$ cat src/rtl/wb_trace_fifo.sv
// wb_trace_fifo: captures {PC, WriteData} each time the datapath PC advances,
// buffers the pairs in a show-ahead FIFO drained via a valid/ready port, and
// flags end-of-program when the PC stays put (final jump-to-self).
// Ports:
//   clk, rst          clock, asynchronous active-low reset
//   pc_in, wd_in      ProgramCounter / WB WriteData from the datapath
//   cap_en            enables pushes (halt detection runs regardless)
//   clr_ovf           synchronous clear of the sticky overflow flag
//   out_ready         consumer accepts the head entry
//   out_valid         FIFO non-empty
//   out_pc, out_wd    head entry (zero when empty)
//   count             occupancy 0..DEPTH
//   overflow          sticky: a push was dropped because the FIFO was full
//   halted            PC unchanged for at least HALT_CYCLES cycles
module wb_trace_fifo #(
    parameter int unsigned DEPTH       = 16,
    parameter int unsigned HALT_CYCLES = 8
) (
    input  logic                     clk,
    input  logic                     rst,
    input  logic [31:0]              pc_in,
    input  logic [31:0]              wd_in,
    input  logic                     cap_en,
    input  logic                     clr_ovf,
    input  logic                     out_ready,
    output logic                     out_valid,
    output logic [31:0]              out_pc,
    output logic [31:0]              out_wd,
    output logic [$clog2(DEPTH):0]   count,
    output logic                     overflow,
    output logic                     halted
);

    localparam int unsigned AW = $clog2(DEPTH);
    localparam int unsigned CW = AW + 1;
    localparam int unsigned HW = 8;

    logic [31:0]   mem_pc [DEPTH];
    logic [31:0]   mem_wd [DEPTH];
    logic [AW-1:0] wr_ptr;
    logic [AW-1:0] rd_ptr;
    logic [31:0]   prev_pc;
    logic          first;
    logic [HW-1:0] halt_cnt;

    logic          adv;
    logic          push;
    logic          pop;
    logic          full;
    logic          wr_en;
    logic          drop;
    logic          same;
    logic [CW-1:0] count_nxt;
    logic [HW-1:0] halt_cnt_nxt;

    // Control decode: change detect, push/pop qualification, next occupancy and halt count
    always_comb begin
        adv          = first | (pc_in != prev_pc);
        push         = cap_en & adv;
        pop          = out_valid & out_ready;
        full         = (count == CW'(DEPTH));
        // When full, a push can only land if the head leaves on the same edge
        wr_en        = push & (~full | pop);
        drop         = push & full & ~pop;
        same         = ~first & (pc_in == prev_pc);
        count_nxt    = count;
        halt_cnt_nxt = '0;
        if (wr_en && !pop) begin
            count_nxt = count + CW'(1);
        end else if (pop && !wr_en) begin
            count_nxt = count - CW'(1);
        end
        if (same) begin
            halt_cnt_nxt = (halt_cnt == HW'(HALT_CYCLES)) ? halt_cnt : halt_cnt + HW'(1);
        end
    end

    // Entry storage; contents are don't-care until written, outputs are masked when empty
    always_ff @(posedge clk) begin
        if (wr_en) begin
            mem_pc[wr_ptr] <= pc_in;
            mem_wd[wr_ptr] <= wd_in;
        end
    end

    // Pointers, occupancy, flags and change/halt tracking
    always_ff @(posedge clk or negedge rst) begin
        if (!rst) begin
            wr_ptr    <= '0;
            rd_ptr    <= '0;
            count     <= '0;
            out_valid <= 1'b0;
            overflow  <= 1'b0;
            prev_pc   <= '0;
            first     <= 1'b1;
            halt_cnt  <= '0;
            halted    <= 1'b0;
        end else begin
            if (wr_en) begin
                wr_ptr <= wr_ptr + AW'(1);
            end
            if (pop) begin
                rd_ptr <= rd_ptr + AW'(1);
            end
            count     <= count_nxt;
            out_valid <= (count_nxt != '0);
            if (drop) begin
                overflow <= 1'b1;
            end else if (clr_ovf) begin
                overflow <= 1'b0;
            end
            prev_pc  <= pc_in;
            first    <= 1'b0;
            halt_cnt <= halt_cnt_nxt;
            halted   <= (halt_cnt_nxt == HW'(HALT_CYCLES));
        end
    end

    // Show-ahead head view
    assign out_pc = out_valid ? mem_pc[rd_ptr] : '0;
    assign out_wd = out_valid ? mem_wd[rd_ptr] : '0;

endmodule

$ cat config.mk
export PLATFORM = sky130hd
export DESIGN_NAME = wb_trace_fifo
export DESIGN_NICKNAME = d
export VERILOG_FILES = /design/src/rtl/wb_trace_fifo.sv
export SDC_FILE = /design/constraint.sdc
export NUM_CORES = 1
export LEC_CHECK = 0
export CAP_MARGIN = 30
export CORE_AREA = 2 2 297 299
export CTS_CLUSTER_DIAMETER = 150
export DETAILED_ROUTE_END_ITERATION = 10
export DIE_AREA = 0 0 299 301
export GPL_TIMING_DRIVEN = 0
export PLACE_DENSITY = 0.67
export SYNTH_ARGS = -nofsm -noshare
export SYNTH_HDL_FRONTEND = slang
export SYNTH_SLANG_ARGS = --single-unit
$ cat constraint.sdc
create_clock -name clk -period 10.8 [get_ports clk]
set_input_delay 1.62 -clock clk [delete_from_list [all_inputs] [get_ports clk]]
set_output_delay 1.62 -clock clk [all_outputs]
set_load 0.1 [all_outputs]
# Word level (Yosys, flattened, before mapping)
# Memory sizes are Yosys's and may differ from the RTL's.
# Index checks and enable logic that the tools add are counted.
[classes] mux=10 n_addsub=5 bitwise=11 reduce_logical=6 n_eq_ne=5
[ops] op="32-bit 2-to-1 mux" count=2
[ops] op="32-bit == test" count=1
[ops] op="32-bit != test" count=1
[ops] op="8-bit by 4-bit == test with 1-bit output (second input constant)" count=2
[ops] op="8-bit 2-to-1 mux" count=2
[ops] op="5-bit 2-to-1 mux" count=2
[ops] op="4-bit by 1-bit adder with 4-bit output (second input constant)" count=2
[ops] op="8-bit by 1-bit adder with 8-bit output (second input constant)" count=1
[ops] op="1-bit bitwise AND" count=6
[ops] op="5-bit by 1-bit adder with 5-bit output (second input constant)" count=1
[ops] op="5-bit == test (second input constant)" count=1
[ops] op="5-bit nonzero test" count=1
[ops] op="5-bit by 1-bit subtractor with 5-bit output (second input constant)" count=1
[ops] op="1-bit 2-to-1 mux" count=4
[ops] op="1-bit inverter" count=3
[ops] op="1-bit logical AND" count=2
[ops] op="1-bit zero test" count=2
[ops] op="1-bit OR" count=2
[ops] op="2-bit nonzero test" count=1
[word_totals] in_bits=69 regBits=57 mem_count=2 mem_bits_rw=1024 out_inout_bits=72 word_cells=48
[mem_list] memory="mem_pc" depth=16 word_bits=32 read_ports=1 rd_clocked_by_memory_dff=0 write_ports=1 line="38" source="logic [31:0] mem_pc [DEPTH];"
[mem_list] memory="mem_wd" depth=16 word_bits=32 read_ports=1 rd_clocked_by_memory_dff=0 write_ports=1 line="39" source="logic [31:0] mem_wd [DEPTH];"

# Longest topological paths before layout
[depth] word_depth=9 mapped_depth=9

# Worst setup path before layout
# Ideal clock, no wire load.
[synth_timing] path_kind="in2reg" from="input port pc_in[0]" to="memory mem_pc[2][0], enable pin" path_slack_ns=1.258 stages=6 arrival_time_ns=8.875 required_ns=10.134 cell_sequence="xnor2_1 nand4_1 nor4_2 nand3_1 nand3_1 nor4b_1"
[synth_between] elab_chain_cells=6
[synth_lines] item="start: declaration" line="21" source="input logic [31:0] pc_in,"
[synth_lines] item="32-bit != test" line="58" source="adv = first | (pc_in != prev_pc);"
[synth_lines] item="1-bit OR" line="58"
[synth_lines] item="1-bit bitwise AND" line="59" source="push = cap_en & adv;"
[synth_lines] item="1-bit bitwise AND" line="63" source="wr_en = push & (~full | pop);"
[synth_lines] item="1-bit 2-to-1 mux" line="80" source="if (wr_en) begin"
[synth_lines] item="1-bit 2-to-1 mux (not written as such)" line="81" source="mem_pc[wr_ptr] <= pc_in;"
[synth_lines] item="end: declaration" line="38"
# Every way passes these cells.

# Worst setup path in the final report
[layout_timing] from="register rd_ptr[1]" to="output port out_wd[15]"
[layout_between] elab_chain_cells=2
[layout_lines] item="start: declaration" line="41" source="logic [AW-1:0] rd_ptr;"
[layout_lines] item="start signal: assignment" line="103" source="rd_ptr <= rd_ptr + AW'(1);"
[layout_lines] item="memory read 16 x 32 bit"
[layout_lines] item="32-bit 2-to-1 mux" line="121" source="assign out_wd = out_valid ? mem_wd[rd_ptr] : '0;"
[layout_lines] item="end: declaration" line="28" source="output logic [31:0] out_wd,"
# Every way passes these cells.

==> flow_metrics.py <==
metrics = {
    "layout": {
        "final_common_cell": "edfxtp_1",
        "syn_to_final_growth_pct": 18.8,
        "layout_common_cells": "edfxtp_1 (1024), mux4_2 (320), clkdlybuf4s50_1 (139), clkbuf_16 (108), clkbuf_1 (72)",
        "layout-drive-gt1-share": 0.300,
        "n_fill_cell": 6222,
        "final_util": 0.568,
        "fin_area_um2": 49100,
        "layout.nets": 2180,
    },
    "yosys": {
        "async_flop_share": 0.0527,
        "syn_area_um2": 41300,
        "synth-seq-cells": 1081,
        "synth_cell_type_count": 39,
        "synth-warning-count": 0,
        "syn_nets": 1802,
        "ys_seq_area_frac": 0.778,
        "synth_cells": 1723,
        "syn_area_per_cell_um2": 24.0,
        "synth_edf_count": 1024,
        "synth_ff_type": "edfxtp_1",
    },
    "run_status": {
        "outcome": "finished, final reports clean",
    },
    "clocking": {
        "cts_max_level": 3,
        "clkSlewWorstSetupHoldPaths_ns": 0.06,
        "clock_sinks": 1081,
        "cts_resized": 0,
        "clk_latency_ns": 0.65,
        "post-cts-setup-buffers": 0,
        "cts-buffers-inserted": 103,
        "cts_tree": "done",
        "cts_max_path_buffers": 3,
        "root_buffer": "clkbuf_16",
        "ctsHoldBuffers": 0,
    },
    "global_route": {
        "grt_pass1_vias": 20286,
        "grt.overflow.total": 0,
        "grt_pass1_wl_um": 140000,
        "grt_max_degree": 58,
        "antenna_found_initial": 9,
        "grt_usage": 0.217,
    },
    "route": {
        "ant_nets": 0,
        "drt-initial-drc-count": 2151,
        "wl_per_cell_um": 28.8,
        "num_vias": 19562,
        "drc": 0,
        "dr.pass1.iters": 5,
        "vias_per_cell": 5.85,
        "finalWirelength_um": 96400,
    },
    "timing": {
        "post-route-period-util": 0.621,
        "slew_violations": 0,
        "worstMarginPinSlew_ns": 1.04,
        "finalHoldViolCount": 0,
        "rsz0062_at_grt": "false",
        "max_freq_mhz": 149,
        "setup-violations-final": 0,
        "whs_ns": 0.539,
        "slew_headroom": 0.307,
        "period_minus_slack_ns": 6.71,
        "skew_ns": 0.0312,
    },
    "hold_path": {
        "worstHoldPathCells": 2,
        "hold_path_class": "reg -> reg",
        "min_to": "overflow",
        "holdCritStartpoint": "overflow",
    },
    "run": {
        "max_cap_violations": 0,
    },
    "floorplan": {
        "fp-row-count": 108,
        "dieArea_um2": 90000,
        "die_y_um": 301,
        "die_x_um": 299,
        "coreArea_um2": 86500,
        "floorplan.initialDensity": 0.478,
        "pin_count": 141,
    },
    "critical_path": {
        "end_kind": "output pin",
        "cp_cell_sequence": "clkbuf_1 -> clkbuf_1 -> clkbuf_1 -> mux4_2 -> mux4_2 -> and2_1 -> clkdlybuf4s50_1",
        "r2r_setup_slack_ns": 6.74,
        "cp.required_ns": 9.18,
        "cp_num_buf_inv": 4,
        "worstSetupStartpointType": "flip-flop",
        "r2r-start": "prev_pc[18]",
        "crit_fanout": 10,
        "crit_top_cell": "clkbuf_1",
        "cp_slowest_stage_delay_ns": 0.99,
        "reg2reg_depth": 13,
        "path_class": "reg -> out",
        "crit_family": "buffers and inverters",
        "r2r_end": "mem_wd[7][6]",
        "critPathSlowestCell": "clkdlybuf4s50_1",
        "cp.arrival_ns": 5.09,
    },
    "placed_design": {
        "hpwlAfterDp_um": 62100,
        "place_area_um2": 45700,
        "gp_congestion": 0.745,
        "io_buffers": 140,
    },
    "pwr": {
        "p_leak_nw": 15.7,
        "ir_drop_mv": 0.367,
        "p_per_area_nw_per_um2": 305,
    },
}
[tightest hold or removal path, cell delays in order, from the launching register on]
cell and delay (ns):
dfrtp_1 0.38, inv_1 0.05, o22ai_1 0.07
[worst max path at each step]
stage	startpoint	endpoint	slack [ns]	cells past startpoint
global placement	pc_in[2]	mem_wd[0][7]	-9.41	7
detailed placement	pc_in[2]	mem_wd[6][8]	4.59	14
CTS	rd_ptr[1]	out_wd[5]	4.07	7
finish	rd_ptr[1]	out_wd[15]	4.09	7
floorplan	pc_in[0]	mem_pc[2][0]	1.26	6
global route	rd_ptr[1]	out_pc[23]	4.02	7
[stage by stage]
step	worst slack [ns]	TNS [ns]	std cells	power, mW
2_1_floorplan	1.26	0	1723	9.69
3_3_place_gp	-9.41	-4767.30	3018	11.4
3_5_place_dp	4.59	0	3151	11.5
4_1_cts	4.07	0	3345	15.1
5_1_grt	4.02	0	3345	15.5
6_report	4.09	0	3346	15.0
[registers in the layout (all words and copies together) (netlist names), 4 cells and up]
| register | count |
|---|---|
| count | 5 |
| halt_cnt | 8 |
| mem_pc | 512 |
| mem_wd | 512 |
| prev_pc | 32 |
| rd_ptr | 4 |
| wr_ptr | 4 |
[final cells by class]
class	instances	area, um^2	area share
Antenna cell	1	2.50	0.0000509
Buffer	85	357	0.00726
Clock buffer	138	2930	0.0596
Clock inverter	56	493	0.0100
Inverter	9	33.8	0.000688
Multi-Input combinational cell	548	8850	0.180
Sequential cell	1081	32200	0.655
Tap cell	1155	1450	0.0294
Timing Repair Buffer	273	2830	0.0577
[cell families (layout without fill, tap and decap cells)]
logic type | Yosys count | count (layout) | share of synthesized area
flip-flops | 1081 | 1081 | 0.778
multiplexers | 324 | 324 | 0.175
AND/OR/NAND/NOR | 153 | 153 | 0.0218
buffers and inverters | 94 | 561 | 0.00944
XOR/XNOR | 48 | 48 | 0.0103
AO/OA/AOI/OAI | 12 | 12 | 0.00176
adder cells (fa/ha/maj) | 10 | 10 | 0.00303
other | 1 | 2 | 0.0000907
[Yosys cell counts, types with 2 or more instances]
library cell | n | area share
nor4b_1 | 4 | 0.00085
a21oi_1 | 5 | 0.00061
nor3_1 | 4 | 0.00048
nand4_1 | 13 | 0.0020
nor4_2 | 2 | 0.00061
dfrtp_1 | 56 | 0.034
mux2i_1 | 3 | 0.00073
xor2_1 | 6 | 0.0013
o21ai_0 | 3 | 0.00036
edfxtp_1 | 1024 | 0.74
buf_2 | 24 | 0.0029
inv_1 | 9 | 0.00082
nor2_1 | 18 | 0.0016
nand3_1 | 9 | 0.0011
buf_1 | 7 | 0.00064
nor3b_1 | 8 | 0.0015
and2_1 | 65 | 0.0098
and4_1 | 4 | 0.00085
mux4_2 | 320 | 0.17
nand2_1 | 17 | 0.0015
nor2b_1 | 2 | 0.00030
or4_1 | 2 | 0.00036
clkbuf_1 | 53 | 0.0048
xnor2_1 | 41 | 0.0087
ha_1 | 10 | 0.0030
[metal layers]
| metal | track usage | up-vias | part of all wire |
|---|---|---|---|
| met5 | 0 | - | 0.0010 |
| met4 | 0.0630 | 16 | 0.023 |
| met1 | 0.300 | 10536 | 0.40 |
| met2 | 0.355 | 789 | 0.50 |
| met3 | 0.0416 | 152 | 0.073 |
| li1 | - | 8069 | - |
[power breakdown]
part           switching (mW)  internal [mW]
Clock                    1.50           2.09
Combinational            4.12           2.17
Sequential              0.106           5.01
Note: power is estimated with default switching activity, not from simulation.
